--- config.mk ---
export PLATFORM = sky130hd
export DESIGN_NAME = pipe_stage_skid
export DESIGN_NICKNAME = d
export VERILOG_FILES = /design/src/rtl/pipe_stage_skid.sv
export SDC_FILE = /design/constraint.sdc
export NUM_CORES = 1
export LEC_CHECK = 0
export ABC_AREA = 1
export BUFFER_PORTS_ARGS = -buffer_cell sky130_fd_sc_hd__buf_2
export CAP_MARGIN = 40
export CORE_MARGIN = 2
export CORE_UTILIZATION = 38
export CTS_BUF_LIST = sky130_fd_sc_hd__clkbuf_16
export DETAILED_ROUTE_END_ITERATION = 16
export PLACE_DENSITY = 0.7
export SYNTH_ARGS = -nofsm -noshare
export SYNTH_HDL_FRONTEND = slang
export SYNTH_SLANG_ARGS = --single-unit
--- constraint.sdc ---
create_clock -name clk -period 3.2 [get_ports clk]
set_input_delay 0.32 -clock clk [delete_from_list [all_inputs] [get_ports clk]]
set_output_delay 0.32 -clock clk [all_outputs]
set_load 0.02 [all_outputs]
--- src/rtl/pipe_stage_skid.sv ---
// Elastic pipeline-stage register with a built-in 2-entry skid buffer.
// Registered valid/ready handshake on both sides, plus a flush that kills every held beat.

module pipe_stage_skid_chk (
  input logic       clk,
  input logic       rst,
  input logic [1:0] occupancy
);

  // occupancy is the state encoding, and the encoding never uses 3
  assert property (@(posedge clk) disable iff (rst) occupancy != 2'd3)
    else $error("occupancy reached 3");

endmodule

module pipe_stage_skid #(
  parameter int            DW      = 32,
  parameter logic [DW-1:0] RST_VAL = {DW{1'b0}}
) (
  input  logic          clk,
  input  logic          rst,
  input  logic          flush,
  input  logic          in_valid,
  output logic          in_ready,
  input  logic [DW-1:0] in_data,
  output logic          out_valid,
  input  logic          out_ready,
  output logic [DW-1:0] out_data,
  output logic [1:0]    occupancy
);

  localparam logic [1:0] EMPTY = 2'd0;
  localparam logic [1:0] BUSY  = 2'd1;
  localparam logic [1:0] FULL  = 2'd2;

  logic [1:0]    state_r;
  logic [1:0]    next_state_s;
  logic [DW-1:0] main_r;
  logic [DW-1:0] skid_r;
  logic          in_ready_r;
  logic          out_valid_r;
  logic          acc_s;
  logic          emit_s;
  logic          load_main_in_s;
  logic          load_main_skid_s;
  logic          load_skid_s;

  assign acc_s  = in_valid & in_ready_r;
  assign emit_s = out_valid_r & out_ready;

  // Next-state and register-load selection
  always_comb begin
    next_state_s     = state_r;
    load_main_in_s   = 1'b0;
    load_main_skid_s = 1'b0;
    load_skid_s      = 1'b0;
    if (flush) begin
      next_state_s = EMPTY;
    end else begin
      case (state_r)
        EMPTY: begin
          if (acc_s) begin
            next_state_s   = BUSY;
            load_main_in_s = 1'b1;
          end else begin
            next_state_s = EMPTY;
          end
        end
        BUSY: begin
          if (acc_s && emit_s) begin
            next_state_s   = BUSY;
            load_main_in_s = 1'b1;
          end else if (acc_s) begin
            next_state_s = FULL;
            load_skid_s  = 1'b1;
          end else if (emit_s) begin
            next_state_s = EMPTY;
          end else begin
            next_state_s = BUSY;
          end
        end
        FULL: begin
          // in_ready is low here, so the only move is draining the skid into main
          if (emit_s) begin
            next_state_s     = BUSY;
            load_main_skid_s = 1'b1;
          end else begin
            next_state_s = FULL;
          end
        end
        default: begin
          next_state_s = EMPTY;
        end
      endcase
    end
  end

  // State, handshake outputs and payload registers
  always_ff @(posedge clk) begin
    if (rst) begin
      state_r     <= EMPTY;
      in_ready_r  <= 1'b1;
      out_valid_r <= 1'b0;
      main_r      <= RST_VAL;
      skid_r      <= RST_VAL;
    end else begin
      state_r     <= next_state_s;
      in_ready_r  <= (next_state_s != FULL);
      out_valid_r <= (next_state_s != EMPTY);
      if (load_main_in_s) begin
        main_r <= in_data;
      end else if (load_main_skid_s) begin
        main_r <= skid_r;
      end else begin
        main_r <= main_r;
      end
      if (load_skid_s) begin
        skid_r <= in_data;
      end else begin
        skid_r <= skid_r;
      end
    end
  end

  assign in_ready  = in_ready_r;
  assign out_valid = out_valid_r;
  assign out_data  = main_r;
  assign occupancy = state_r;

  pipe_stage_skid_chk u_chk (
    .clk       (clk),
    .rst       (rst),
    .occupancy (state_r)
  );

endmodule

Word-level counts from Yosys, hierarchy flattened
Cells that the tools add are included.

Bits in registers: 68. Bits of input ports: 37. Output and inout port bits: 36. Logic and storage cells: 33.

Equality and inequality tests: 3. Muxes and demuxes: 19. Bitwise gates (word level): 2. Reduce and logical (&&, ||, !) cells: 4.

Operators with widths (number): $mux W32 (2); $mux W1 (11); $mux W2 (4); $pmux W2 S3 (1); $reduce_bool A2 Y1 (2); $and A1 B1 Y1 (2); $eq A2 B1 Y1 const B (1); $eq A2 B2 Y1 const B (1); $logic_not A2 Y1 (1); $ne A2 B2 Y1 const B (1); $pmux W1 S2 (1); $logic_and A1 B1 Y1 (1).

Longest topological paths before layout
Gate-level depths: netlist of run 1.

Depth after elaboration: 7. Mapped depth: 10. Mapped depth without buffers: 9.

Least setup slack after synthesis of run 1
Ideal clock, no wire load.

Path type: register -> register. Start point: register out_valid_r (netlist: out_valid). End point: register main_r[0] (netlist: out_data[0]). Arrival: 1426 ps. Setup slack: 1660 ps. Stages on the path, launching flop included: 10. Clock period less this slack: 1540 ps. Path through: dfxtp_1 > nand2_1 > inv_1 > ha_1 > nand3_1 > nand2_2 > buf_2 > nand2_1 > a21oi_1 > nor2_1.

Longest elaborated chain between the ends: 6. Elaborated cells on any way between the ends: 10. Classes of those cells: mux (7); bitwise (1); reduce/logical (2).

Ends and longest elaborated chain: from (decl) (line 41) `logic out_valid_r;`; from (signal assigned) (line 109) `out_valid_r <= (next_state_s != EMPTY);`; $and A1 B1 Y1 * (line 49) `assign emit_s = out_valid_r & out_ready;`; $logic_and A1 B1 Y1 (line 70) `if (acc_s && emit_s) begin`; $mux W1 (line 70); $pmux W1 S2 (line 60) `case (state_r)`; $mux W1 (line 57) `if (flush) begin`; $mux W32 or $reduce_bool A2 Y1 (tied branches); to (signal assigned) (line 111) `main_r <= in_data;`; to (signal assigned) (line 113) `main_r <= skid_r;`; to (signal assigned) (line 115) `main_r <= main_r;`; to (decl) (line 38) `logic [DW-1:0] main_r;`.

Mark *: on every way between the ends. The rest lies on a longest branch, timed or not. A chain may end at the register's enable or synchronous reset.

Worst setup path in the final report of run 1
Start point: register out_valid_r (netlist: out_valid). End point: register main_r[21] (netlist: out_data[21]).

The elaborated chain is that of the path after synthesis.

==> results of run 1 <==
-- final timing paths --
path	startpoint	endpoint	slack, ps	depth (start not counted)
max	out_valid	out_data[21]	1250	10
min	rst	out_valid	220	2
max reg2reg	out_valid	out_data[21]	1250	10
min reg2reg	skid_r[3]	skid_r[3]	450	2
-- state kept, by name, indices dropped and copies added (netlist names) --
register and cells:
out_data 32, skid_r 32, occupancy 2, out_valid 1
in_ready 1
-- final cells by class --
class                      instances  area, µm²  area share
clock buffer                       9        225      0.0595
clock inverter                     7       58.8      0.0155
inverter                         102        383       0.101
multi-input combinational        281       1230       0.326
sequential                        68       1360       0.360
tap                              102        128      0.0337
timing repair buffer              75        395       0.104
-- kinds of logic (layout without fill, tap and decap cells) --
group | after synthesis | count (layout)
compound gates | 97 | 97
fa+ha+maj | 2 | 2
buf+inv | 126 | 193
flops | 68 | 68
simple gates | 182 | 182
-- power groups by stage --
stage	clock (µW)	combinational, µW	sequential, µW
2_1_floorplan	0	164	961
3_3_place_gp	0	279	923
3_5_place_dp	0	287	924
4_1_cts	965	289	906
5_1_grt	998	326	910
6_report	930	285	906
-- layer usage --
metal | up-vias | wire, µm
li1 | 1544 | -
met1 | 1216 | 3040
met2 | 63 | 3130
met3 | 4 | 474
met4 | 0 | 54
met5 | - | 0
-- through the flow --
stage / hold slack [ps] / cell area (µm²) / power (µW)
after floorplan: 389 / 3110 / 1130
after global placement: 439 / 3480 / 1200
after detailed placement: 443 / 3500 / 1210
after CTS: 204 / 3780 / 2160
after global routing: 225 / 3780 / 2230
final: 218 / 3780 / 2120
-- placed cells by master (no fill, tap or decap), drive strengths merged --
cell type,instances
nand3,5
buf,75
dfxtp,68
clkinv,4
inv,103
nand4,1
ha,2
o21ai,32
clkbuf,9
a21oi,65
clkinvlp,1
nand2,140
bufinv,1
nor2,36
-- cells in the mapped netlist, types with 2 or more instances --
master,n
nand2_1,137
inv_1,99
dfxtp_1,68
a21oi_1,65
nor2_1,35
o21ai_1,28
clkbuf_1,9
buf_2,8
buf_4,5
o21ai_0,4
nand3_1,3
buf_6,2
ha_1,2
inv_2,2
nand2_4,2
nand3_2,2
==> impl_metrics.csv, run 1 <==
group,metric,value,unit
worst_setup_path,cp_top_family,"simple AND/OR/NAND/NOR gates",
worst_setup_path,path_cells,"nand2_1 > inv_1 > ha_1 > nand3_1 > nand2_2 > buf_4 > nand2_4 > nand2_1 > a21oi_1 > nor2_1",
power,p_int,1580,µW
global_routing,antenna_found_initial,1,
routing,drtIter0Drc,108,
worst_setup_path,startpoint_type,"flop",
floorplan,dieArea,8930,µm²
outcome,status,"finished clean",
worst_setup_path,cpMostUsedCell,"nand2_1",
global_routing,met2_usage,0.280,
power,ir_worst_vdd,391,µV
clock_tree,clockBufferDepth,2,
timing,grt_setup_unrepaired,"no",
cells_and_area,antenna_cells,0,
worst_setup_path,crit_path_max_incr_delay,350,ps
timing,drv_slew,0,
timing,worst_slack,1250,ps
cells_and_area,fin_cells,644,
synth,synth_compound_area_frac,0.156,
floorplan,core_area,7850,µm²
clock_tree,clk_latency,320,ps
global_routing,grt_pass1_wl,11.1,mm
cells_and_area,fin_nets,576,
synth,synth.area.top_cells,"dfxtp_1 44%, nand2_1 17%, inv_1 12%",
power,cellPowerDensity,560,nW/µm²
synth,synth_warnings,0,
power,p_seq_frac,0.427,
global_routing,met1_usage,0.177,
worst_setup_path,worstPathRequired,3450,ps
routing,first_pass_iters,4,
synth,synth_top_area_frac,0.438,
clock_tree,htreeDepth,3,
synth,async_flop_share,0,
routing,routed_via_density,4.39,
synth,avgSynthCellArea,6.55,µm²
timing,finalSetupViolCount,0,
timing,relSlewSlack,0.561,
global_routing,grt_use_met3,0.0567,
timing,fin_crit_sh,0.609,
synth,synth_top_family_by_area,"simple AND/OR/NAND/NOR gates",
synth,mappedNetlistNets,514,
floorplan,start_util,0.396,
synth,ys.flop_type,"dfxtp_1",
floorplan,rows,32,
clock_tree,cts_buffers,9,
global_routing,grt_busiest_layer,"met2",
clock_tree,cts_setup_buffers,0,
synth,post_synth_num_cell_types,20,
clock_tree,root_buffer,"clkbuf_16",
cells_and_area,fill_cells,831,
timing,fin_skew,3.89,ps
synth,synthesis.instances,475,
worst_setup_path,crit_type,"reg -> reg",
worst_setup_path,endpoint_kind,"flop",
worst_setup_path,critical-path-slowest-cell,"dfxtp_1",
routing,route.detailed.drc,0,
timing,finalCriticalPeriod,1950,ps
placement,place_ws,1210,ps
power,clock_power_share,0.438,
synth,synth_seq_cells,68,
global_routing,grt_pass1_vias,2619,
job,max_cap_violations,0,
synth,yosysSeqAreaShare,0.438,
synth,muxShareOfSynthArea,0,
timing,timing_worst_slew_pin_value,658,ps
placement,finalWeightedCongestion,0.784,
timing,timing.setup.tns,0,ps
placement,hpwl,4.27,mm
clock_tree,clk_pin_slew_worst_paths,50,ps
synth,synthSimpleGateAreaFrac,0.232,
global_routing,track_usage,0.158,
placement,port_buffers,72,
routing,final_antenna_net_count,0,
routing,wl,6.70,mm
routing,via_count,2827,
power,p_leak,0.00207,µW
worst_setup_path,cp.arrival,2200,ps
synth,synth-edff-count,0,
timing,hold_viol,0,
synth,yosys.area_share.xor_xnor,0,
global_routing,grt_max_degree,65,
clock_tree,cts_sinks,68,
timing,fmax,0.513,GHz
synth,synth.largest_area_cell,"dfxtp_1",
power,p_comb_frac,0.135,
cells_and_area,area_growth,21.6,%
placement,placed_cells,628,
power,p_switching,542,µW
global_routing,grt.overflow.total,0,
floorplan,die_w,94.5,µm
power,power_switching_share,0.256,
clock_tree,cts.hold.buffers_added,0,
worst_setup_path,path_max_fanout,33,
floorplan,die_y,94.5,µm
routing,wl_per_cell,10.4,µm
cells_and_area,finish.utilization,0.482,
synth,synthAdderAreaFrac,0.00805,
cells_and_area,drive_gt1_frac,0.179,
min_path,holdCritPathClass,"in -> reg",
clock_tree,ctsResizeCount,0,
synth,syn_area,3110,µm²
clock_tree,cts_tree,"built",
worst_setup_path,path_buf_inv,2,
floorplan,io_pins,73,
Note: power is estimated with default switching activity, not from simulation.
==> run 2, diff against run 1 <==
ABC_AREA = 0   (was 1)
PLACE_DENSITY = 0.71   (was 0.7)
clock period = 1.9 ns   (was 3.2 ns; I/O delays follow)
==> run 2 against run 1 <==
  * Sequential share of layout area is 1.5 points higher
  * Worst setup slack worse by 1100 ps
  * Clock power is 86% higher
  * Sequential power is 63% higher
  * Maximum frequency is 14% higher
  * Largest power group unchanged
  * Highest routed layer unchanged
==> impl_metrics.csv, run 2 <==
group,metric,value,unit
placement,port_buffers,72,
synth,synth.area.top_cells,"dfxtp_1 48%, o2bb2ai_2 16%, nand2_1 8.7%",
global_routing,met1_usage,0.204,
cells_and_area,ff_latch_area,1360,µm²
worst_setup_path,worstPathRequired,2150,ps
floorplan,die_y,90.5,µm
worst_setup_path,cp.arrival,1960,ps
worst_setup_path,reg2reg_depth,7,
clock_tree,root_buffer,"clkbuf_16",
routing,routed_via_density,5.09,
synth,synth_seq_cells,68,
outcome,status,"finished clean",
power,p_comb_frac,0.096,
clock_tree,cts_setup_buffers,0,
timing,fmax,0.586,GHz
floorplan,io_pins,73,
synth,ys.flop_type,"dfxtp_1",
worst_setup_path,crit_type,"reg -> reg",
cells_and_area,antenna_cells,0,
job,max_cap_violations,0,
routing,route.detailed.drc,0,
synth,syn_area,2840,µm²
synth,yosysMostFrequentCell,"dfxtp_1",
clock_tree,htreeDepth,3,
global_routing,track_usage,0.166,
synth,avgSynthCellArea,10.0,µm²
floorplan,die_w,90.5,µm
cells_and_area,drive_gt1_frac,0.382,
min_path,holdCritPathClass,"in -> reg",
synth,synth_compound_area_frac,0.323,
clock_tree,clk_latency,320,ps
power,clock_power_share,0.488,
min_path,min_to,"skid_r[1]",
cells_and_area,fill_cells,658,
synth,synth.largest_area_cell,"dfxtp_1",
routing,via_count,2332,
synth,synth_top_area_frac,0.479,
placement,hpwl,4.46,mm
synth,post_synth_num_cell_types,32,
power,ir_worst_vdd,373,µV
worst_setup_path,endpoint_kind,"flop",
clock_tree,cts_sinks,68,
floorplan,start_util,0.392,
floorplan,dieArea,8190,µm²
synth,synthSimpleGateAreaFrac,0.121,
routing,wl,6.51,mm
cells_and_area,multi_input_area,1300,µm²
global_routing,grt_busiest_layer,"met2",
synth,synth_top_family_by_area,"compound AO/OA/AOI/OAI gates",
timing,worst_slack,193,ps
timing,timing.setup.tns,0,ps
clock_tree,clockBufferDepth,2,
synth,async_flop_share,0,
power,cellPowerDensity,979,nW/µm²
power,power_switching_share,0.228,
worst_setup_path,critical-path-slowest-cell,"dfxtp_1",
global_routing,grt.overflow.total,0,
global_routing,grt_max_degree,33,
power,p_leak,0.00141,µW
power,p_switching,810,µW
clock_tree,cts.hold.buffers_added,0,
cells_and_area,area_growth,27.6,%
placement,place_ws,68.4,ps
timing,relSlewSlack,0.718,
global_routing,grt_pass1_vias,2346,
global_routing,grt_use_met3,0.0442,
floorplan,rows,31,
timing,fin_skew,4.25,ps
clock_tree,cts_tree,"built",
synth,synth-edff-count,0,
routing,drtIter0Drc,93,
worst_setup_path,path_cells,"and2_1 > ha_1 > nand2_1 > a211oi_4 > buf_4 > o22ai_1 > o2bb2ai_2",
worst_setup_path,rrSetupSlack,190,ps
floorplan,core_area,7250,µm²
synth,synthesis.instances,283,
cells_and_area,fin_nets,393,
clock_tree,clk_pin_slew_worst_paths,60,ps
timing,finalCriticalPeriod,1710,ps
routing,final_antenna_net_count,0,
worst_setup_path,rr_endpoint,"out_data[14]",
power,p_int,2740,µW
timing,hold_viol,0,
worst_setup_path,path_max_fanout,16,
timing,drv_slew,0,
min_path,hold_depth,3,
placement,finalWeightedCongestion,0.886,
timing,finalSetupViolCount,0,
routing,first_pass_iters,5,
synth,mappedNetlistNets,322,
cells_and_area,layout_commonest_cell,"buf_2",
worst_setup_path,timing.rr.start,"in_ready",
timing,fin_crit_sh,0.898,
min_path,min_from,"in_data[1]",
synth,synthTopCellsByCount,"68 x dfxtp_1, 66 x nand2_1, 33 x a21oi_1",
global_routing,antenna_found_initial,0,
timing,timing_worst_slew_pin_value,423,ps
cells_and_area,final_cell_mix,"72 x buf_2, 68 x dfxtp_1, 66 x nand2_1, 33 x a21oi_1, 32 x o22ai_1",
synth,yosys.area_share.xor_xnor,0,
synth,synth_warnings,0,
worst_setup_path,startpoint_type,"flop",
timing,grt_setup_unrepaired,"no",
routing,wl_per_cell,14.2,µm
power,p_seq_frac,0.417,
clock_tree,cts_buffers,9,
synth,muxShareOfSynthArea,0,
global_routing,met2_usage,0.276,
synth,synthAdderAreaFrac,0.00880,
synth,yosysSeqAreaShare,0.479,
worst_setup_path,crit_path_max_incr_delay,320,ps
global_routing,grt_pass1_wl,11.0,mm
-- run 2: cell count changes after synthesis, moves of 28 or more --
cell / delta
nor2_1: -33
o21ai_1: -28
nand2_1: -71
a21oi_1: -32
o22ai_1: +32
inv_1: -97
o2bb2ai_2: +30
-- run 2: cells by family after synthesis --
kind of cell             Yosys count
AO/OA/AOI/OAI                    107
buffers and inverters             27
adder cells (fa/ha/maj)            2
AND/OR/NAND/NOR                   79
flip-flops                        68
-- run 2: metrics by stage --
stage / utilization / hold WS, ps / power [µW] / instance area, µm² / std cells
2_1_floorplan: - / 326 / 1730 / 2840 / 283
3_3_place_gp: 0.456 / 442 / 1850 / 3310 / 442
3_5_place_dp: 0.456 / 446 / 1850 / 3310 / 442
4_1_cts: 0.500 / 110 / 3590 / 3630 / 458
5_1_grt: 0.500 / 115 / 3690 / 3630 / 458
6_report: 0.500 / 120 / 3550 / 3630 / 458
-- run 2: critical path, delay by kind of cell, from the launching register on --
kind            cells  cell delay (ps)
fa+ha+maj           1              200
simple gates        2              280
flops               1              320
buf+inv             1              270
compound gates      3              560
-- run 2: repair_timing --
action                                 in CTS  in global routing
resized for setup                           0                  1
endpoints found under the hold margin       0                  0
setup endpoints to repair                   0                 30
-- run 2: cell type report --
type | count | share of cell area
multi-input combinational | 188 | 0.358
timing repair buffer | 85 | 0.143
tap | 99 | 0.0341
clock inverter | 7 | 0.0252
sequential | 68 | 0.375
inverter | 2 | 0.00207
clock buffer | 9 | 0.0621
-- run 2: power by group through the flow --
stage | logic (µW) | registers (µW) | clock network (µW)
2_1_floorplan | 201 | 1530 | 0
6_report | 340 | 1480 | 1730
3_5_place_dp | 343 | 1510 | 0
5_1_grt | 365 | 1480 | 1850
4_1_cts | 344 | 1480 | 1770
3_3_place_gp | 339 | 1510 | 0
-- run 2: routing by layer --
metal / part of all wire / up-vias
li1: - / 1167
met3: 0.050 / 10
met5: 0 / -
met2: 0.48 / 56
met4: 0.016 / 0
met1: 0.45 / 1099
-- run 2: worst max-delay path by stage --
stage               startpoint            to  slack [ps]  depth (start not counted)
floorplan             in_ready   out_data[8]         190                          6
global placement      in_valid    skid_r[17]         170                          7
detailed placement    in_valid    skid_r[17]          70                          7
CTS                   in_ready    skid_r[17]          80                          6
global route          in_ready  out_data[23]          40                          7
finish                in_ready  out_data[14]         190                          7
==> run 3, diff against run 2 <==
CORE_UTILIZATION = 45   (was 38)
PLACE_DENSITY = 0.8   (was 0.71)
TNS_END_PERCENT = 30   (was default)
==> run 3 against run 2 <==
  * Combinational power is essentially flat
  * Register-to-register slack lost 90 ps
  * Total power grew 9.4%
  * Sequential cell count is the same
  * Critical path depth grew 1
  * Highest routed layer unchanged
==> impl_metrics.csv, run 3 (synthesis results as in run 2) <==
group,metric,value,unit
clock_tree,clk_pin_slew_worst_paths,60,ps
routing,final_antenna_net_count,0,
routing,routed_via_density,5.57,
timing,relSlewSlack,0.761,
worst_setup_path,rr_endpoint,"out_data[21]",
floorplan,dieArea,6970,µm²
timing,grt_setup_unrepaired,"no",
clock_tree,cts.hold.buffers_added,0,
floorplan,io_pins,73,
global_routing,grt_pass1_wl,11.3,mm
worst_setup_path,crit_type,"reg -> reg",
clock_tree,htreeDepth,3,
timing,fin_skew,7.36,ps
power,cellPowerDensity,1060,nW/µm²
timing,timing.setup.tns,0,ps
clock_tree,clockBufferDepth,2,
placement,port_buffers,72,
cells_and_area,fin_nets,397,
min_path,hold_depth,3,
worst_setup_path,timing.rr.start,"out_valid",
cells_and_area,layout_commonest_cell,"buf_2",
outcome,status,"finished clean",
placement,place_ws,33.4,ps
floorplan,die_w,83.5,µm
worst_setup_path,worstPathRequired,2160,ps
global_routing,grt_pass1_vias,2341,
min_path,holdCritPathClass,"in -> reg",
cells_and_area,final_cell_mix,"72 x buf_2, 67 x dfxtp_1, 66 x nand2_1, 33 x a21oi_1, 32 x o22ai_1",
timing,drv_slew,0,
timing,hold_viol,0,
clock_tree,cts_buffers,9,
global_routing,grt.overflow.total,0,
worst_setup_path,startpoint_type,"flop",
job,max_cap_violations,0,
clock_tree,clk_latency,330,ps
global_routing,antenna_found_initial,0,
floorplan,die_y,83.5,µm
clock_tree,cts_tree,"built",
routing,first_pass_iters,4,
global_routing,grt_max_degree,33,
worst_setup_path,path_max_fanout,14,
timing,timing_worst_slew_pin_value,359,ps
cells_and_area,finish.utilization,0.608,
routing,wl,6.91,mm
global_routing,track_usage,0.202,
power,p_leak,0.00144,µW
worst_setup_path,cp.arrival,2060,ps
timing,finalSetupViolCount,0,
floorplan,core_area,6030,µm²
timing,finalCriticalPeriod,1790,ps
routing,drtIter0Drc,135,
placement,hpwl,4.42,mm
timing,worst_slack,107,ps
placement,finalWeightedCongestion,0.878,
timing,fmax,0.558,GHz
clock_tree,root_buffer,"clkbuf_16",
worst_setup_path,endpoint_kind,"flop",
min_path,min_to,"skid_r[23]",
clock_tree,cts_sinks,68,
timing,fin_crit_sh,0.944,
worst_setup_path,reg2reg_depth,8,
min_path,min_from,"in_data[23]",
cells_and_area,drive_gt1_frac,0.391,
floorplan,start_util,0.472,
routing,wl_per_cell,15.8,µm
routing,via_count,2438,
cells_and_area,antenna_cells,0,
floorplan,rows,28,
power,ir_worst_vdd,858,µV
routing,route.detailed.drc,0,
cells_and_area,area_growth,28.8,%
worst_setup_path,rrSetupSlack,110,ps
==> run 3: final cells by class <==
| type | count | area, µm² |
|---|---|---|
| Fill cell | 497 | 2360 |
| Sequential cell | 68 | 1360 |
| Multi-Input combinational cell | 188 | 1300 |
| Timing Repair Buffer | 89 | 526 |
| Clock buffer | 9 | 225 |
| Clock inverter | 7 | 146 |
| Tap cell | 75 | 93.8 |
| Inverter | 2 | 7.51 |
==> run 3: critical path, stage by stage (launching register included) <==
cell and delay, ps:
dfxtp_1 350, nand2_1 130, inv_1 50, ha_1 200
and3b_1 210, a31oi_1 150, o21a_2 220, buf_4 290
o2bb2ai_2 130
==> run 3: worst max-delay path by stage <==
stage | startpoint | slack, ps | endpoint | cells after the start
global placement | in_ready | 120 | out_data[15] | 7
floorplan | in_ready | 190 | out_data[8] | 6
finish | out_valid | 110 | out_data[21] | 8
CTS | in_ready | 20 | out_data[22] | 7
detailed placement | in_ready | 30 | out_data[29] | 7
global route | out_valid | 7 | out_data[28] | 8
==> run 3: routing by layer <==
layer	wire length (µm)	up-vias	track usage
li1	-	1175	-
met1	3080	1155	0.258
met2	3310	95	0.325
met3	401	13	0.0554
met4	122	0	0.0806
met5	0	-	0
==> run 3: stage by stage <==
step | hold WS (ps) | power (µW) | instances | instance area (µm²)
after detailed placement | 446 | 1840 | 419 | 3260
final | 108 | 3880 | 438 | 3660
after global routing | 116 | 3990 | 438 | 3660
after CTS | 105 | 3890 | 435 | 3630
after global placement | 442 | 1830 | 419 | 3260
after floorplan | 326 | 1730 | 283 | 2840
==> run 3: power by group <==
part           switching [µW]  internal (µW)  leakage (µW)
combinational             203            140      0.000714
sequential               23.5           1460      0.000549
clock                     637           1420      0.000180
total                     863           3020       0.00144
==> run 3: repair_timing <==
| item | in CTS | in global routing |
|---|---|---|
| setup buffers | 0 | 3 |
| setup endpoints to repair | 0 | 17 |
| gates resized for setup | 0 | 2 |
| endpoints found under the hold margin | 0 | 0 |
